[src/rtl/iir_pkg.sv]
// Shared fixed-point definitions for the IIR datapath.
// Products are Q4.28 and output samples are Q2.14.
package iir_pkg;

  localparam int PROD_W    = 32;
  localparam int PROD_FRAC = 28;
  localparam int Y_W       = 16;
  localparam int Y_FRAC    = 14;

  // Right shift that aligns a product LSB to a sample LSB
  localparam int Q_SHIFT   = PROD_FRAC - Y_FRAC;

  localparam logic [Y_W-1:0] Y_MAX = 16'h7FFF;
  localparam logic [Y_W-1:0] Y_MIN = 16'h8000;

  typedef logic signed [PROD_W-1:0] prod_t;
  typedef logic signed [Y_W-1:0]    sample_t;

endpackage

[src/rtl/q_round_sat.sv]
// Combinational Q4.28-aligned accumulator to Q2.14 converter with saturation.
// Build option: ACC_ROUND_EN selects round-half-up; otherwise the value is
// truncated (floor) and there is no adder in this path.
module q_round_sat
  import iir_pkg::*;
#(
  parameter int ACC_W = 35
) (
  input  logic signed [ACC_W-1:0] acc,
  output logic signed [Y_W-1:0]   y,
  output logic                    sat
);

  logic signed [ACC_W-1:0] shifted;
  logic        [ACC_W-Y_W:0] upper;

`ifdef ACC_ROUND_EN
  localparam logic signed [ACC_W-1:0] HALF = ACC_W'(2 ** (Q_SHIFT - 1));
  logic signed [ACC_W-1:0] rounded;

  assign rounded = acc + HALF;
  assign shifted = rounded >>> Q_SHIFT;
`else
  assign shifted = acc >>> Q_SHIFT;
`endif

  // The sample fits only if every bit from the sample sign bit upward agrees
  assign upper = shifted[ACC_W-1:Y_W-1];

  // Clip to the Q2.14 limits when the shifted value does not fit in 16 bits
  always_comb begin
    y   = shifted[Y_W-1:0];
    sat = 1'b0;
    if (!(&upper) && (|upper)) begin
      sat = 1'b1;
      y   = shifted[ACC_W-1] ? Y_MIN : Y_MAX;
    end
  end

endmodule

[src/rtl/iir_mac_accum.sv]
// Per-sample accumulator behind the Booth multiplier: sums NTAPS signed
// products (feedback taps subtracted per SUB_MASK), then rounds/saturates to
// Q2.14 and pulses y_valid once per frame.
// Build option: ACC_ROUND_EN enables round-half-up in the output conversion.
module iir_mac_accum
  import iir_pkg::*;
#(
  parameter int               NTAPS    = 5,
  parameter logic [NTAPS-1:0] SUB_MASK = 5'b11000,
  parameter int               GUARD    = 3,
  localparam int              ACC_W    = PROD_W + GUARD
) (
  input  logic                     clk,
  input  logic                     rst_n,
  input  logic signed [PROD_W-1:0] prod,
  input  logic                     prod_valid,
  input  logic                     clr,
  output logic signed [Y_W-1:0]    y,
  output logic                     y_valid,
  output logic                     sat,
  output logic        [2:0]        tap_cnt,
  output logic                     busy
);

  // Mask widened to the full tap-counter range so indexing is always in range
  localparam logic [7:0] MASK8    = 8'(SUB_MASK);
  localparam logic [2:0] LAST_TAP = 3'(NTAPS - 1);

  logic signed [ACC_W-1:0] acc;
  logic signed [ACC_W-1:0] ext;
  logic signed [ACC_W-1:0] term;
  logic signed [ACC_W-1:0] sum;
  logic signed [Y_W-1:0]   rs_y;
  logic                    rs_sat;

  // Negating at ACC_W width keeps -(0x8000_0000) exact
  assign ext  = {{GUARD{prod[PROD_W-1]}}, prod};
  assign term = MASK8[tap_cnt] ? -ext : ext;
  assign sum  = acc + term;
  assign busy = (tap_cnt != 3'd0);

  q_round_sat #(
    .ACC_W (ACC_W)
  ) u_round_sat (
    .acc (sum),
    .y   (rs_y),
    .sat (rs_sat)
  );

  // Accumulate one product per cycle; on the last tap register the result and restart
  always_ff @(posedge clk or negedge rst_n) begin
    if (!rst_n) begin
      acc     <= '0;
      tap_cnt <= 3'd0;
      y       <= '0;
      sat     <= 1'b0;
      y_valid <= 1'b0;
    end else begin
      y_valid <= 1'b0;
      if (clr) begin
        acc     <= '0;
        tap_cnt <= 3'd0;
      end else if (prod_valid) begin
        if (tap_cnt == LAST_TAP) begin
          y       <= rs_y;
          sat     <= rs_sat;
          y_valid <= 1'b1;
          acc     <= '0;
          tap_cnt <= 3'd0;
        end else begin
          acc     <= sum;
          tap_cnt <= tap_cnt + 3'd1;
        end
      end
    end
  end

endmodule

[config.mk]
export PLATFORM = sky130hd
export DESIGN_NAME = iir_mac_accum
export DESIGN_NICKNAME = d
export VERILOG_FILES = /design/src/rtl/iir_pkg.sv /design/src/rtl/q_round_sat.sv /design/src/rtl/iir_mac_accum.sv
export SDC_FILE = /design/constraint.sdc
export NUM_CORES = 1
export LEC_CHECK = 0
export BUFFER_PORTS_ARGS = -buffer_cell sky130_fd_sc_hd__buf_2
export CAP_MARGIN = 25
export CORE_ASPECT_RATIO = 0.5
export CORE_MARGIN = 5
export CORE_UTILIZATION = 45
export CTS_CLUSTER_DIAMETER = 30
export DETAILED_ROUTE_END_ITERATION = 7
export MAX_ROUTING_LAYER = met4
export PLACE_DENSITY_LB_ADDON = 0.2
export SLEW_MARGIN = 10
export SYNTH_ARGS = -nofsm -noshare
export SYNTH_HDL_FRONTEND = slang
export SYNTH_SLANG_ARGS = --single-unit
[constraint.sdc]
create_clock -name clk -period 4.3 [get_ports clk]
set_clock_uncertainty 0.05 [all_clocks]
set_input_delay 0.86 -clock clk [delete_from_list [all_inputs] [get_ports clk]]
set_output_delay 0.86 -clock clk [all_outputs]
set_load 0.05 [all_outputs]
Word level (Yosys, flattened, before mapping) --
Memories as Yosys holds them, arrays and structs flattened. Cells that the tools add are included.
Storage, ports and cells: flip-flop bits (word level) 56, memory bits (read-only) 8, input bits 36, output and inout port bits 22, logic and storage cells 33, memories kept 1
Memory list:
- (name not given) | words 8, width 1, rd ports 1, clocked after Yosys merged registers in 0, wr ports 0, RTL line iir_mac_accum.sv:38 | assign term = MASK8[tap_cnt] ? -ext : ext;
Cells by class: $add $sub $neg 3, magnitude comparators 1, eq/ne operators 1, multiplexer cells 14, bitwise logic cells 1, reductions and logical operators 7
Operator list (count):
- 35-bit two-way mux | 4
- 35-bit adder | 1
- 32-bit negation with 35-bit output | 1
- 16-bit two-way mux | 2
- 3-bit two-way mux | 3
- 6-bit AND reduction | 1
- 6-bit OR reduction | 1
- 1-bit two-way mux | 5
- 3-bit by 4-bit less-than comparator with 1-bit output (second input constant) | 1
- 3-bit by 1-bit adder with 3-bit output (second input constant) | 1
- 3-bit equality test (second input constant) | 1
- 3-bit AND reduction | 1
- 3-bit nonzero test | 1
- 2-bit nonzero test | 1
- 1-bit logical AND | 1
- 1-bit logical NOT | 1
- 1-bit inverter | 1

Logic depth before layout (Yosys ltp) --
Gate-level depths: netlist (run 1).
word-level depth 8, gate-level depth with buffers 20

Hierarchy --
A second synthesis (run 1) with hierarchy kept.
Second synthesis, totals: cells, all modules 604, area, all modules 4978.5 um^2
Modules (own cells, without submodules):
- iir_mac_accum | instances 1, cells an instance 577, area an instance 4780.8 um^2
- q_round_sat | instances 1, cells an instance 27, area an instance 197.7 um^2

Least setup slack after synthesis (run 1) --
OpenSTA, ideal clock, no wires.
path kind in2reg, from in prod[3], to reg y[10], arrival time 5.017 ns, data required time 4.183 ns, path slack -0.834 ns, cell stages on the path 20, path buffers 2, cells stage by stage nor3_1 -> nand3_1 -> or4_1 -> or3_1 -> nor4_1 -> nor2_1 -> nor2_1 -> xnor2_1 -> ha_1 -> clkbuf_1 -> nand4_1 -> nor3_1 -> nand2_1 -> nor2_1 -> a221oi_1 -> and3b_1 -> or4_4 -> o21ai_4 -> buf_6 -> a221o_1
Between the ends: cells in the longest elaborated chain, start to end 7, elaborated cells between the ends (all ways) 9
Ends and longest elaborated chain:
- start, declared | RTL line iir_mac_accum.sv:15 | input logic signed [PROD_W-1:0] prod,
- 32-bit negation with 35-bit output | RTL line iir_mac_accum.sv:38
- 35-bit two-way mux (*) | RTL line iir_mac_accum.sv:38
- 35-bit adder (*) | RTL line iir_mac_accum.sv:39 | assign sum = acc + term;
- 6-bit AND reduction | RTL line q_round_sat.sv:34 | if (!(&upper) && (|upper)) begin
- 1-bit logical NOT | RTL line q_round_sat.sv:34
- 1-bit logical AND | RTL line q_round_sat.sv:34
- 16-bit two-way mux (*) | RTL line q_round_sat.sv:34
- end signal, assigned | RTL line iir_mac_accum.sv:65 | y <= rs_y;
- end, declared | RTL line iir_mac_accum.sv:18 | output logic signed [Y_W-1:0] y,
Every way passes the cells marked *; elsewhere a longest branch is shown, timed or not. A chain may end at the register's enable or synchronous reset.

Worst setup path after layout (run 1) --
from in prod[4], to reg y[5]
The elaborated chain is that of the path after synthesis.

==> impl_results.rst, run 1 <==
.. list-table::
   :header-rows: 1

   * - Metric
     - Value
   * - Cell chosen for the clock root
     - clkbuf_16
   * - Hold Path Depth
     - 1
   * - Vias
     - 5,396
   * - Clock transition at path regs
     - 0.08 ns
   * - Worst slack at placement
     - -1.18 ns
   * - Maximum Capacitance Violations
     - 0
   * - Slew headroom
     - 42.1%
   * - Result of the run
     - complete, but fails checks
   * - Worst hold slack
     - 0.436 ns
   * - Areal power density over the cells
     - 416 mW/mm²
   * - Filler instances
     - 839
   * - Hold Crit Endpoint
     - y[15]$_DFFE_PN0P_
   * - Horizontal die dimension
     - 158 µm
   * - Net count of the mapped netlist
     - 648
   * - Area of the core
     - 0.0109 mm²
   * - DRC viols
     - 0
   * - Top cells by area in the synthesized netlist
     - dfrtp_1 28%, ha_1 9.9%, xnor2_1 6.9%
   * - Synthesized area per cell
     - 8.64 µm²
   * - Number of antenna violations at the first check in global routing
     - 0
   * - Final period utilization
     - 119%
   * - Vias in the first global route
     - 5,209
   * - Async set-or-reset flop fraction in the synthesized netlist
     - 100%
   * - Required time reported for the critical path endpoint
     - 4.49 ns
   * - Count of different cell masters after synthesis
     - 69
   * - Area share of the largest cell type after synthesis
     - 28.3%
   * - Worst-Margin Slew
     - 0.868 ns
   * - End of the worst register-to-register path
     - y[5]$_DFFE_PN0P_
   * - Post-DP HPWL
     - 12,200 µm
   * - Skew-Pair Late Insertion Delay
     - 0.31 ns
   * - Final setup TNS
     - -14.28 ns
   * - Peak per-stage delay on the critical path
     - 0.57 ns
   * - Hold_sp
     - y[15]$_DFFE_PN0P_
   * - Global-route wire length before repair
     - 26,000 µm
   * - Number of buffers inserted during clock tree synthesis
     - 5
   * - Area growth from synthesis to layout
     - 49.5%
   * - Static leakage
     - 3.52 nW
   * - Cell family with most CP delay
     - simple AND/OR/NAND/NOR gates
   * - Detailed-router iteration count before antenna repair
     - 5
   * - Worst-case setup margin in the final layout
     - -0.820 ns
   * - Worst endpoint data arrival time
     - 5.31 ns
   * - FF-to-FF path depth
     - 18
   * - Fraction of final layout cells sized beyond drive strength 1
     - 43.0%
   * - Violations in the final reports
     - negative setup slack
   * - Clock H-tree levels
     - 2
   * - Critical path class
     - in2reg
   * - Gr ovfl total
     - 0
   * - Aggregate routed wire length
     - 16,700 µm
   * - Final hold violations
     - 0
   * - Iteration-0 DRC count of the detailed router
     - 385
   * - Sort of element at the end of the critical path
     - flop
   * - Vias per cell
     - 5.73
   * - Slowest CP cell
     - or4_4
   * - Sort of element at the start of the critical path
     - input pin
   * - Die Y-Extent
     - 84.1 µm
   * - Combined area of all synthesized cells
     - 0.00494 mm²
   * - Sink Count
     - 56
   * - Yosys warnings
     - 0
   * - Wirelength per Cell
     - 17.7 µm
   * - Instance count after placement with tap cells included
     - 912
   * - Final setup vio count
     - 25
   * - Yosys top cell by area
     - dfrtp_1
   * - Worst reg2reg setup slack
     - -0.28 ns
   * - Largest fanout of any net on the critical path
     - 5
   * - Final weighted congestion in routability-driven placement
     - 0.968
   * - Flop and latch count out of synthesis
     - 56
   * - Cell-by-cell trace of the critical path
     - buf_6 -> nor3_4 -> nand3_2 -> or4_4 -> or3_4 -> nor4_4 -> nor2_4 -> o31ai_4 -> xnor2_1 -> ha_1 -> buf_6 -> nand2_2 -> nor3_4 -> nand2_1 -> nor2_2 -> a221oi_2 -> a21boi_2 -> or4_4 -> o21ai_4 -> clkbuf_16 -> a221o_1
   * - Hold Crit Class
     - reg2reg
   * - Synth Instances
     - 572
   * - Share of synthesized area occupied by flip-flops and latches
     - 28.3%
   * - Final Max Slew Viols
     - 0
   * - Crit path launch
     - prod[4]
   * - Largest net degree at the start of global routing
     - 31
   * - Antenna diodes
     - 0
   * - Number of enable-type register cells in the synthesized netlist
     - 0
   * - Pwr Total
     - 3.07 mW
   * - Maximum operating frequency
     - 195 MHz
   * - Final non-filler cell total
     - 941
   * - Antenna-violating nets left
     - 0
   * - Clock tree from TritonCTS
     - built
   * - Peak ir drop on the vdd network
     - 0.160 mV
   * - Die footprint
     - 0.0133 mm²
   * - Std cell rows
     - 27
   * - Clock Tree Buf Depth
     - 2
   * - Final net count
     - 871
   * - Buffer and inverter count on the worst path
     - 3
   * - All-Layer GR Usage
     - 24.9%
   * - Count of input and output buffers
     - 57
   * - Clock period minus final worst setup slack
     - 5.12 ns
   * - I/O Pins
     - 58
   * - Worst reg2reg path startpoint
     - tap_cnt[0]$_DFFE_PN0P_
   * - Initial standard-cell utilization of the core
     - 45.4%
   * - Most used flip-flop cell after synthesis
     - dfrtp_1
   * - RSZ-0062 raised after global routing
     - true
## per-layer routing
metal	wire length [µm]	vias to the layer above	share of wire, %	GRT usage, %
li1	-	2591	-	-
met1	7490	2571	45	35.0
met2	7580	190	45	38.0
met3	1230	44	7.4	4.56
met4	367	0	2.2	4.49
met5	0	-	0	-
## layout make-up
cell class | count | area [µm²] | share of cell area (%)
inverter | 15 | 56.3 | 0.762
sequential | 56 | 1400 | 19.0
clock inverter | 2 | 13.8 | 0.186
tap | 145 | 181 | 2.46
timing repair buffer | 240 | 1770 | 24.0
multi-input combinational | 477 | 3820 | 51.8
clock buffer | 6 | 139 | 1.88
## cell usage after synthesis (all sizes together), types with 4 or more instances
library cell	n
o211ai	6
nor4	9
or4	7
dfrtp	56
o21bai	4
and2	5
xnor2	39
o21ai	45
clkbuf	14
nor2	36
inv	15
nand3	11
a21oi	45
a22o	19
or3	7
nor3	11
xor2	19
nand2	62
buf	11
a31oi	6
a21o	14
nand4	12
o21a	9
o31ai	11
a221o	16
ha	39
nand2b	6
## report_power, final
part	switching [mW]	internal (mW)
clock network	0.208	0.234
registers	0.0657	0.614
logic	1.01	0.943
## state kept, by name, summed over array words and instances, names as in the netlist
name and count:
acc 35, y 16, tap_cnt 3, sat 1
y_valid 1
## what timing repair did
item / in CTS / in global routing
gates resized for setup: 45 / 55
endpoints found under the setup margin: 27 / 31
pin swaps: 27 / 20
hold buffers: 0 / 0
setup buffers: 8 / 13
cloned: 1 / 1
## per-stage QoR
step | cell area, µm² | util, %
after floorplan | 4990 | -
after global placement | 6590 | 60.6
after detailed placement | 6590 | 60.6
after CTS | 7010 | 64.4
after global routing | 7390 | 67.9
final | 7390 | 67.9
## cell families (layout without fill, tap and decap cells)
kind of cell,count (synthesis),after routing,synth area share (%)
compound gates,198,199,28.7
simple gates,177,177,18.4
xor+xnor,58,58,10.3
flops,56,56,28.3
fa+ha+maj,40,40,10.3
buf+inv,40,263,3.47
mux,3,3,0.607
## cells in the final DEF, fill, tap and decap left out, drive strengths merged, types with 9 or more instances in the layout
| master | instances |
|---|---|
| a21o | 14 |
| a21oi | 46 |
| buf | 239 |
| o21ai | 45 |
| nand3 | 11 |
| o31ai | 11 |
| a22o | 19 |
| nor3 | 11 |
| o21a | 9 |
| ha | 39 |
| dfrtp | 56 |
| nand2 | 62 |
| inv | 16 |
| xor2 | 19 |
| nor4 | 9 |
| xnor2 | 39 |
| a221o | 16 |
| nand4 | 12 |
| nor2 | 36 |
## worst max-delay path by stage
| stage | to | cells after the start |
|---|---|---|
| after global placement | y[14]$_DFFE_PN0P_ | 18 |
| after detailed placement | y[2]$_DFFE_PN0P_ | 19 |
| after global routing | y[13]$_DFFE_PN0P_ | 21 |
| final | y[5]$_DFFE_PN0P_ | 21 |
| after CTS | sat$_DFFE_PN0P_ | 20 |
| after floorplan | sat$_DFFE_PN0P_ | 18 |
## worst register-to-register path, stage by stage, from the launching register on
cell,delay (ns)
dfrtp_1,0.43
inv_1,0.08
ha_1,0.26
nand2_1,0.10
o21ai_1,0.27
o21ai_0,0.23
ha_1,0.34
a211o_1,0.33
a211oi_2,0.34
o31a_4,0.23
nor3b_4,0.06
buf_6,0.13
buf_4,0.14
o2111ai_2,0.20
nand4_4,0.15
or4_4,0.57
o21ai_4,0.27
clkbuf_16,0.21
a221o_1,0.13
No activity file was read; power rests on OpenSTA's default activity.
==> run 2: changes to the inputs <==
--- a/config.mk
+++ b/config.mk
@@ -14,6 +14,7 @@
 export DETAILED_ROUTE_END_ITERATION = 7
 export MAX_ROUTING_LAYER = met4
 export PLACE_DENSITY_LB_ADDON = 0.2
+export SKIP_CTS_REPAIR_TIMING = 1
 export SLEW_MARGIN = 10
 export SYNTH_ARGS = -nofsm -noshare
 export SYNTH_HDL_FRONTEND = slang
==> impl_results.rst, run 2 (synthesis gave the netlist of run 1 again) <==
.. list-table::
   :header-rows: 1

   * - Metric
     - Value
   * - Antenna-violating nets left
     - 0 (unchanged)
   * - Clock transition at path regs
     - 0.08 ns (about the same)
   * - Sink Count
     - 56 (unchanged)
   * - Fraction of final layout cells sized beyond drive strength 1
     - 40.9% (-2.1 points)
   * - Iteration-0 DRC count of the detailed router
     - 378 (-1.8%)
   * - Sort of element at the end of the critical path
     - flop
   * - Crit path launch
     - prod[2]
   * - Detailed-router iteration count before antenna repair
     - 5 (unchanged)
   * - Number of antenna violations at the first check in global routing
     - 0 (unchanged)
   * - Violations in the final reports
     - negative setup slack
   * - Utilization after layout
     - 65.9% (-2.0 points)
   * - RSZ-0062 raised after global routing
     - true
   * - Highest-count cells in the layout ignoring fill and taps
     - 165 x buf_4, 57 x nand2_1, 56 x dfrtp_1, 55 x buf_2, 37 x xnor2_1
   * - Clock H-tree levels
     - 2 (unchanged)
   * - Worst-Margin Slew
     - 0.851 ns (-0.0173 ns)
   * - Gr ovfl total
     - 0 (unchanged)
   * - Pwr Total
     - 2.96 mW (-3.8%)
   * - Largest net degree at the start of global routing
     - 31 (unchanged)
   * - Maximum Capacitance Violations
     - 0 (unchanged)
   * - Antenna diodes
     - 0 (unchanged)
   * - Final hold violations
     - 0 (unchanged)
   * - Static leakage
     - 3.45 nW (-2.3%)
   * - Peak ir drop on the vdd network
     - 0.165 mV (+3.0%)
   * - Largest register FFs
     - 35 (unchanged)
   * - Required time reported for the critical path endpoint
     - 4.44 ns (-0.05 ns)
   * - Final net count
     - 863 (-0.92%)
   * - Worst reg2reg path startpoint
     - tap_cnt[0]$_DFFE_PN0P_
   * - Die Y-Extent
     - 84.1 µm (unchanged)
   * - Critical path class
     - in2reg
   * - Std cell rows
     - 27 (unchanged)
   * - All-Layer GR Usage
     - 24.2% (-0.75 points)
   * - Global routing met3 resource utilization
     - 4.04% (-0.52 points)
   * - Filler instances
     - 886 (+5.6%)
   * - Areal power density over the cells
     - 412 mW/mm² (-0.86%)
   * - Top Usage Layer GRT
     - met2
   * - Maximum operating frequency
     - 197 MHz (+1.1%)
   * - Vias per cell
     - 5.68 (-0.96%)
   * - Biggest registers after layout
     - acc: 35 flops, y: 16 flops, tap_cnt: 3 flops
   * - Most common library cell in the layout ignoring fill and taps
     - buf_4
   * - Die footprint
     - 0.0133 mm² (unchanged)
   * - Wirelength per Cell
     - 17.2 µm (-2.8%)
   * - Horizontal die dimension
     - 158 µm (unchanged)
   * - Final non-filler cell total
     - 933 (-0.85%)
   * - Post-DP HPWL
     - 12,200 µm (unchanged)
   * - Worst-case setup margin in the final layout
     - -0.766 ns (+0.0549 ns)
   * - Largest fanout of any net on the critical path
     - 8 (+3)
   * - Vias
     - 5,299 (-1.8%)
   * - Sort of element at the start of the critical path
     - input pin
   * - Slew headroom
     - 43.2% (+1.2 points)
   * - Instance count after placement with tap cells included
     - 912 (unchanged)
   * - I/O Pins
     - 58 (unchanged)
   * - Final weighted congestion in routability-driven placement
     - 0.968 (unchanged)
   * - Area growth from synthesis to layout
     - 45.1%
   * - Final Max Slew Viols
     - 0 (unchanged)
   * - Clock tree from TritonCTS
     - built
   * - Placed cell areas
     - 0.00659 mm² (unchanged)
   * - Worst endpoint data arrival time
     - 5.20 ns (-0.11 ns)
   * - Final setup vio count
     - 25 (unchanged)
   * - Area of the core
     - 0.0109 mm² (unchanged)
   * - Hold_sp
     - y[15]$_DFFE_PN0P_
   * - Fin area
     - 0.00717 mm² (-2.9%)
   * - Met1 Usage GRT
     - 33.9% (-1.1 points)
   * - Hold Crit Class
     - reg2reg
   * - DRC viols
     - 0 (unchanged)
   * - Clock Tree Buf Depth
     - 2 (unchanged)
   * - Number of buffers inserted during clock tree synthesis
     - 5 (unchanged)
   * - Clock period minus final worst setup slack
     - 5.07 ns (-0.0549 ns)
   * - Cell chosen for the clock root
     - clkbuf_16
   * - Met2 global-route usage
     - 37.5% (-0.54 points)
   * - Count of input and output buffers
     - 57 (unchanged)
   * - Aggregate routed wire length
     - 16,100 µm (-3.6%)
   * - Initial standard-cell utilization of the core
     - 45.4% (unchanged)
   * - Worst slack at placement
     - -1.18 ns (unchanged)
   * - Largest Register
     - acc
   * - Final period utilization
     - 118% (-1.3 points)
   * - Vias in the first global route
     - 5,079 (-2.5%)
   * - Result of the run
     - complete, but fails checks
   * - Skew-Pair Late Insertion Delay
     - 0.30 ns (about the same)
   * - Global-route wire length before repair
     - 25,200 µm (-2.9%)
[run 2: final timing paths]
check	slack [ns]	cells after the start	endpoint
setup reg to reg	-0.12	17	sat$_DFFE_PN0P_
hold reg to reg	0.44	1	y[15]$_DFFE_PN0P_
setup / recovery	-0.77	20	y[2]$_DFFE_PN0P_
max in group asynchronous	2.82	2	y[8]$_DFFE_PN0P_
hold / removal	0.44	1	y[15]$_DFFE_PN0P_
min in group asynchronous	0.54	1	sat$_DFFE_PN0P_
[run 2: report_power, final]
part | internal, mW | switching, mW | total, mW | leakage (nW)
logic | 0.876 | 0.960 | 1.84 | 2.61
clock network | 0.234 | 0.209 | 0.443 | 0.0772
registers | 0.614 | 0.0629 | 0.677 | 0.756
total | 1.72 | 1.23 | 2.96 | 3.45
[run 2: worst max-delay path: stages]
cell and delay, ns:
buf_6 0.10, nor3_4 0.19, nand3_2 0.11, or4_4 0.57
or3_4 0.42, nor4_4 0.16, nor2_2 0.09, o31ai_2 0.25
xnor2_1 0.18, ha_2 0.35, a21o_1 0.17, a21o_1 0.18
or3_1 0.32, or3_4 0.35, nand4_4 0.09, buf_6 0.11
o21a_1 0.15, a21oi_4 0.10, buf_12 0.16, a221o_2 0.29
[run 2: routing by layer]
metal | part of all wire (%) | wire length, µm | vias to the layer above
met2 | 46 | 7400 | 169
met3 | 6.8 | 1090 | 18
met1 | 46 | 7400 | 2542
li1 | - | - | 2570
met5 | 0 | 0 | -
met4 | 1.1 | 174 | 0
[run 2: final cells by class]
class / instances / area (µm²) / area share (%)
inverters: 15 / 56.3 / 0.785
flip-flops and latches: 56 / 1400 / 19.5
repair buffers: 233 / 1710 / 23.8
well taps: 145 / 181 / 2.53
clock buffers: 6 / 139 / 1.94
multi-input cells: 476 / 3670 / 51.2
clock inverters: 2 / 13.8 / 0.192
[run 2: per-stage QoR]
| step | hold slack, ns | TNS [ns] |
|---|---|---|
| after detailed placement | 0.415 | -25.15 |
| after global routing | 0.453 | -18.40 |
| after global placement | 0.410 | -23.47 |
| after CTS | 0.435 | -15.95 |
| final | 0.436 | -13.58 |
| after floorplan | 0.405 | -10.63 |
